==> config.mk <==
export PLATFORM = sky130hd
export DESIGN_NAME = lock_code_sender
export DESIGN_NICKNAME = d
export VERILOG_FILES = /design/src/rtl/lock_pkg.sv /design/src/rtl/lock_gap_timer.sv /design/src/rtl/lock_code_sender.sv
export SDC_FILE = /design/constraint.sdc
export NUM_CORES = 1
export LEC_CHECK = 0
export ABC_AREA = 1
export CORE_UTILIZATION = 31
export CTS_CLUSTER_SIZE = 8
export DETAILED_ROUTE_END_ITERATION = 10
export PLACE_DENSITY = 0.57
export SKIP_LAST_GASP = 1
export SYNTH_ARGS = -nofsm -noshare
export SYNTH_HDL_FRONTEND = slang
export SYNTH_SLANG_ARGS = --single-unit
export TNS_END_PERCENT = 5
==> constraint.sdc <==
create_clock -name clk -period 1.25 [get_ports clk]
set_clock_uncertainty 0.05 [all_clocks]
set_input_delay 0.1875 -clock clk [delete_from_list [all_inputs] [get_ports clk]]
set_output_delay 0.1875 -clock clk [all_outputs]
set_load 0.005 [all_outputs]
==> src/rtl/lock_pkg.sv <==
// lock_pkg: shared types and defaults for the combination-lock code sender.
package lock_pkg;

   typedef enum logic [2:0] {
      ST_IDLE,
      ST_CLR,
      ST_SETUP,
      ST_STROBE,
      ST_GAP,
      ST_WAIT_RESP,
      ST_DONE
   } state_e;

   typedef enum logic [1:0] {
      RES_NONE,
      RES_PASS,
      RES_FAIL,
      RES_TIMEOUT
   } result_e;

   localparam int unsigned DEF_CODE_LEN     = 2;
   localparam int unsigned DEF_GAP_CYCLES   = 2;
   localparam int unsigned DEF_RESP_TIMEOUT = 8;

   // Wide enough for RESP_TIMEOUT-1 (max 254) and GAP_CYCLES-1 (max 14).
   localparam int unsigned TIMER_W = 8;

   // Down-counter load value giving exactly `cycles` cycles until the zero flag.
   function automatic logic [TIMER_W-1:0] timer_load_val(input int unsigned cycles);
      return (cycles > 0) ? TIMER_W'(cycles - 1) : '0;
   endfunction

endpackage

==> src/rtl/lock_gap_timer.sv <==
// lock_gap_timer: loadable down-counter with zero flag, shared by the
// inter-digit gap and the response timeout. Saturates at zero.
module lock_gap_timer
   import lock_pkg::*;
#(
   parameter int unsigned W = TIMER_W
) (
   input  logic         clk,
   input  logic         rst_ni,
   input  logic         load_i,
   input  logic [W-1:0] load_val_i,
   input  logic         dec_i,
   output logic         zero_o
);

   logic [W-1:0] cnt_q, cnt_d;

   // Load has priority over decrement; decrement stops at zero.
   always_comb begin
      cnt_d = cnt_q;
      if (load_i) begin
         cnt_d = load_val_i;
      end else if (dec_i && (cnt_q != '0)) begin
         cnt_d = cnt_q - 1'b1;
      end
   end

   // Counter register.
   always_ff @(posedge clk or negedge rst_ni) begin
      if (!rst_ni) begin
         cnt_q <= '0;
      end else begin
         cnt_q <= cnt_d;
      end
   end

   assign zero_o = (cnt_q == '0);

endmodule

==> src/rtl/lock_code_sender.sv <==
// lock_code_sender: sends a CODE_LEN-digit code to the lock FSM one digit per
// enter strobe, then reports pass / fail / timeout from the lock's response.
// Optional build macro LOCK_SENDER_LOCKOUT_EN adds a consecutive-fail lockout
// and the locked_out output.
module lock_code_sender
   import lock_pkg::*;
#(
   parameter int unsigned CODE_LEN     = DEF_CODE_LEN,
   parameter int unsigned GAP_CYCLES   = DEF_GAP_CYCLES,
   parameter int unsigned RESP_TIMEOUT = DEF_RESP_TIMEOUT
) (
   input  logic                clk,
   input  logic                reset,
   input  logic                start,
   input  logic [CODE_LEN-1:0] code,
   input  logic                open,
   input  logic                error,
   output logic                lock_reset,
   output logic                comb1,
   output logic                comb2,
   output logic                enter,
   output logic                busy,
   output logic                done,
   output logic                pass,
   output logic                fail,
   output logic                timeout
`ifdef LOCK_SENDER_LOCKOUT_EN
   ,output logic               locked_out
`endif
);

   localparam int unsigned IDX_W = (CODE_LEN > 1) ? $clog2(CODE_LEN) : 1;
   localparam logic [IDX_W-1:0]   LAST_IDX  = IDX_W'(CODE_LEN - 1);
   localparam logic [TIMER_W-1:0] GAP_LOAD  = timer_load_val(GAP_CYCLES);
   localparam logic [TIMER_W-1:0] RESP_LOAD = timer_load_val(RESP_TIMEOUT);

   state_e               state_q, state_d;
   logic [CODE_LEN-1:0]  shift_q, shift_d;
   logic [IDX_W-1:0]     idx_q, idx_d;
   result_e              res_q, res_d;

   logic                 last_digit;
   logic                 start_ok;
   logic                 timer_load;
   logic                 timer_dec;
   logic [TIMER_W-1:0]   timer_val;
   logic                 timer_zero;
   logic                 digit_out;

   assign last_digit = (idx_q == LAST_IDX);

`ifdef LOCK_SENDER_LOCKOUT_EN
   logic [1:0] fails_q, fails_d;
   assign locked_out = (fails_q == 2'd3);
   assign start_ok   = start && !locked_out;
`else
   assign start_ok   = start;
`endif

   lock_gap_timer #(
      .W (TIMER_W)
   ) u_timer (
      .clk        (clk),
      .rst_ni     (reset),
      .load_i     (timer_load),
      .load_val_i (timer_val),
      .dec_i      (timer_dec),
      .zero_o     (timer_zero)
   );

   // State and datapath registers.
   always_ff @(posedge clk or negedge reset) begin
      if (!reset) begin
         state_q <= ST_IDLE;
         shift_q <= '0;
         idx_q   <= '0;
         res_q   <= RES_NONE;
`ifdef LOCK_SENDER_LOCKOUT_EN
         fails_q <= '0;
`endif
      end else begin
         state_q <= state_d;
         shift_q <= shift_d;
         idx_q   <= idx_d;
         res_q   <= res_d;
`ifdef LOCK_SENDER_LOCKOUT_EN
         fails_q <= fails_d;
`endif
      end
   end

   // Next-state logic.
   always_comb begin
      state_d = state_q;
      case (state_q)
         ST_IDLE:      if (start_ok) state_d = ST_CLR;
         ST_CLR:       state_d = ST_SETUP;
         ST_SETUP:     state_d = ST_STROBE;
         ST_STROBE: begin
            if (last_digit)            state_d = ST_WAIT_RESP;
            else if (GAP_CYCLES == 0)  state_d = ST_SETUP;
            else                       state_d = ST_GAP;
         end
         ST_GAP: begin
            if (error)           state_d = ST_DONE;
            else if (timer_zero) state_d = ST_SETUP;
         end
         ST_WAIT_RESP: if (error || open || timer_zero) state_d = ST_DONE;
         ST_DONE:      state_d = ST_IDLE;
         default:      state_d = ST_IDLE;
      endcase
   end

   // Datapath next values: code shift, digit index, result, timer control.
   // The shift happens on the way into SETUP so comb stays stable through GAP.
   always_comb begin
      shift_d    = shift_q;
      idx_d      = idx_q;
      res_d      = res_q;
      timer_load = 1'b0;
      timer_dec  = 1'b0;
      timer_val  = GAP_LOAD;
`ifdef LOCK_SENDER_LOCKOUT_EN
      fails_d    = fails_q;
`endif
      case (state_q)
         ST_IDLE: begin
            if (start_ok) begin
               shift_d = code;
               idx_d   = '0;
               res_d   = RES_NONE;
            end
         end
         ST_STROBE: begin
            timer_load = 1'b1;
            timer_val  = last_digit ? RESP_LOAD : GAP_LOAD;
            if (!last_digit && (GAP_CYCLES == 0)) begin
               shift_d = shift_q >> 1;
               idx_d   = idx_q + 1'b1;
            end
         end
         ST_GAP: begin
            timer_dec = 1'b1;
            if (error) begin
               res_d = RES_FAIL;
            end else if (timer_zero) begin
               shift_d = shift_q >> 1;
               idx_d   = idx_q + 1'b1;
            end
         end
         ST_WAIT_RESP: begin
            timer_dec = 1'b1;
            if (error)           res_d = RES_FAIL;
            else if (open)       res_d = RES_PASS;
            else if (timer_zero) res_d = RES_TIMEOUT;
         end
`ifdef LOCK_SENDER_LOCKOUT_EN
         ST_DONE: begin
            if (res_q == RES_PASS) begin
               fails_d = '0;
            end else if ((res_q == RES_FAIL) && (fails_q != 2'd3)) begin
               fails_d = fails_q + 1'b1;
            end
         end
`endif
         default: ;
      endcase
   end

   // Moore outputs decoded from the current state.
   always_comb begin
      lock_reset = 1'b0;
      digit_out  = 1'b0;
      enter      = 1'b0;
      busy       = 1'b0;
      done       = 1'b0;
      case (state_q)
         ST_CLR:       begin lock_reset = 1'b1; busy = 1'b1; end
         ST_SETUP:     begin digit_out = shift_q[0]; busy = 1'b1; end
         ST_STROBE:    begin digit_out = shift_q[0]; enter = 1'b1; busy = 1'b1; end
         ST_GAP:       begin digit_out = shift_q[0]; busy = 1'b1; end
         ST_WAIT_RESP: busy = 1'b1;
         ST_DONE:      begin done = 1'b1; busy = 1'b1; end
         default: ;
      endcase
   end

   assign comb1   = digit_out;
   assign comb2   = digit_out;
   assign pass    = (res_q == RES_PASS);
   assign fail    = (res_q == RES_FAIL);
   assign timeout = (res_q == RES_TIMEOUT);

endmodule

==> flow_summary.ini <==
[finish]
drive_gt1_share_pct = 33.3
n_fill_cell = 351
final_nets = 229
register_area_um2 = 403
diodes = 0
area_growth_pct = 51.5
design_area_um2 = 1710
multi_input_area_um2 = 666

[grt]
antenna_found_initial = 0
grt_pass1_vias = 1208
grt_pass1_wl_mm = 5.06
grt_max_degree = 17
grt-ovfl-total = 0
grtUsageTotal_pct = 16.4

[yosys]
synth_cell_type_count = 23
synth_warnings = 0
syn_inst = 162
syn_area_per_cell_um2 = 6.97
synth_area_um2 = 1130
ys_ff_latch = 16
yosysSeqAreaShare_pct = 35.4
synth_fp_nets = 171

[sta]
fmax_ghz = 0.659
rsz0062_at_grt = yes
worst_pin_slew_ns = 0.214
setup_viol = 25
hold_violations = 0
fin_crit_sh_pct = 121
setup-tns-final_ns = -5.04
finalMaxSlewViolations = 0
slew_headroom_pct = 85.7
finalCriticalPeriod_ns = 1.52
finalWorstSetupSlack_ns = -0.266

[critical_path]
cp.arrival_ns = 1.28
cp.required_ns = 1.01
r2r_cells = 10
cpPeakStageDelay_ns = 0.43
path_cells = buf_6 -> nor2_4 -> nand2_2 -> a21boi_2 -> buf_2
cp_max_fo = 2
reg2reg_from = state_q[2]$_DFFE_PN0P_
startpoint = state_q[1]$_DFFE_PN0P_
rrSetupSlack_ns = -0.21
worst_setup_path_start_kind = register
worstSetupPathType = reg2out
end_kind = output pin
timing.rr.end = shift_q[0]$_DFFE_PN0P_
slowest_stage = dfrtp_2

[place]
io_buffers = 15
preCtsSetupSlack_ns = -0.350
place_area_um2 = 1580
hpwl_mm = 2.24
place_congestion = 0.791

[cts]
root_buffer = clkbuf_4
hold_buffers = 0
clk_path_buf_depth = 2
numCtsBuffers = 3
cts_max_level = 1
cts_tree = built
clock-sinks = 16
clk_pin_slew_ns = 0.10
clkLatencyLatePin_ns = 0.29

[min_path]
hold_path.class = in2async

[status]
status = complete, but fails checks
violations = negative setup slack

[detailed_routing]
drt_pre_antenna_iters = 4
drt_iter0_drc = 31
avgRoutedWirePerCell_um = 10.8
route.detailed.drc = 0
vias = 1176
drt.antenna.violating_nets = 0
drt-total-wl_mm = 2.85
viasPerCell = 4.44

[floorplanning]
die_area_um2 = 3890
ios = 16
die_x_um = 62.4
rows = 21
fp.dieH_um = 62.4
start_util_pct = 33.1
core_area_um2 = 3420

[pwr]
max-vdd-ir-drop_mv = 0.998
cellPowerDensity_nw_per_um2 = 2390
leakage_nw = 0.930

[job]
maxCapViolCount = 0
-- worst max path at each step --
stage	end	slack, ns
after floorplan	idx_q$_DFFE_PN0P_	-0.005
after global placement	comb1	-0.24
after detailed placement	comb1	-0.35
after CTS	comb1	-0.27
after global routing	comb1	-0.36
final	comb1	-0.27
-- cells by family (layout without fill, tap and decap cells) --
kind of cell / count (synthesis) / after routing / synth area share (%)
xor+xnor: 1 / 1 / 0.775
simple gates: 105 / 105 / 45.1
fa+ha+maj: 2 / 2 / 2.21
flops: 16 / 16 / 35.4
compound gates: 14 / 14 / 7.97
buf+inv: 24 / 81 / 8.53
-- report_power, final --
part	switching, W	internal, W
clock network	0.000174	0.000178
registers	0.000148	0.000740
logic	0.00149	0.00136
-- metrics by stage --
step                total power [W]  hold slack, ns  instances  util [%]
floorplan                   0.00236          -0.158        162         -
global placement            0.00342           0.419        252      46.1
detailed placement          0.00351           0.423        252      46.1
CTS                         0.00410           0.166        265      50.1
global route                0.00449           0.164        265      50.1
finish                      0.00409           0.166        265      50.1
-- timing repair --
| action | in CTS | in global routing |
|---|---|---|
| endpoints found under the setup margin | 25 | 25 |
| cloned | 0 | 0 |
| setup buffers | 9 | 0 |
| pin swaps | 3 | 1 |
| gates resized for setup | 33 | 1 |
-- worst max-delay path: cells and delay by family, from the launching register on --
| kind | cells | cell delay [ns] |
|---|---|---|
| compound gates | 1 | 0.14 |
| buf+inv | 2 | 0.25 |
| flops | 1 | 0.43 |
| simple gates | 2 | 0.16 |
-- registers in the layout, indices dropped and copies added (netlist names) --
| name | count |
|---|---|
| res_q | 2 |
| state_q | 3 |
| shift_q | 2 |
| u_timer.cnt_q | 8 |
| idx_q | 1 |
-- routing by layer --
metal | track usage (%) | part of all wire (%) | up-vias
met3 | 1.82 | 1.9 | 5
met2 | 30.2 | 51 | 13
met5 | 0 | 0 | -
met1 | 19.4 | 46 | 531
met4 | 6.10 | 1.8 | 0
li1 | - | - | 627
-- synthesized netlist by cell type --
master	n	share of area, %
a21boi_0	1	0.66
buf_4	1	0.66
dfrtp_1	16	35
nor2_4	4	4.0
nor2_8	1	1.8
nand2_2	2	1.1
nand3b_1	1	0.66
o21bai_2	1	1.0
xnor2_1	1	0.78
nand3_1	9	4.0
o21ai_0	8	3.5
o21ai_4	1	1.4
ha_1	2	2.2
nor2_2	2	1.1
nand2_4	2	2.0
inv_2	3	1.0
a21oi_1	3	1.3
inv_1	19	6.3
nand2_1	57	19
nand4_1	9	5.0
nand3_2	1	0.89
nor2_1	17	5.6
inv_4	1	0.55
-- cell usage in the layout (no fill, tap or decap), types with 4 or more instances in the layout --
| cell type | n |
|---|---|
| buf_4 | 34 |
| buf_6 | 4 |
| clkdlybuf4s50_1 | 7 |
| dfrtp_1 | 14 |
| inv_1 | 18 |
| nand2_1 | 55 |
| nand2_2 | 4 |
| nand3_1 | 9 |
| nand4_1 | 9 |
| nor2_1 | 15 |
| nor2_4 | 6 |
| o21ai_0 | 7 |
-- area by class of cell --
class                           instances  area share, %
Timing Repair Buffer                   54           26.5
Multi-Input combinational cell        122           38.9
Sequential cell                        16           23.5
Tap cell                               46           3.36
Clock buffer                            4           2.12
Inverter                               23           5.63
Power figures use the tool's default switching activity.
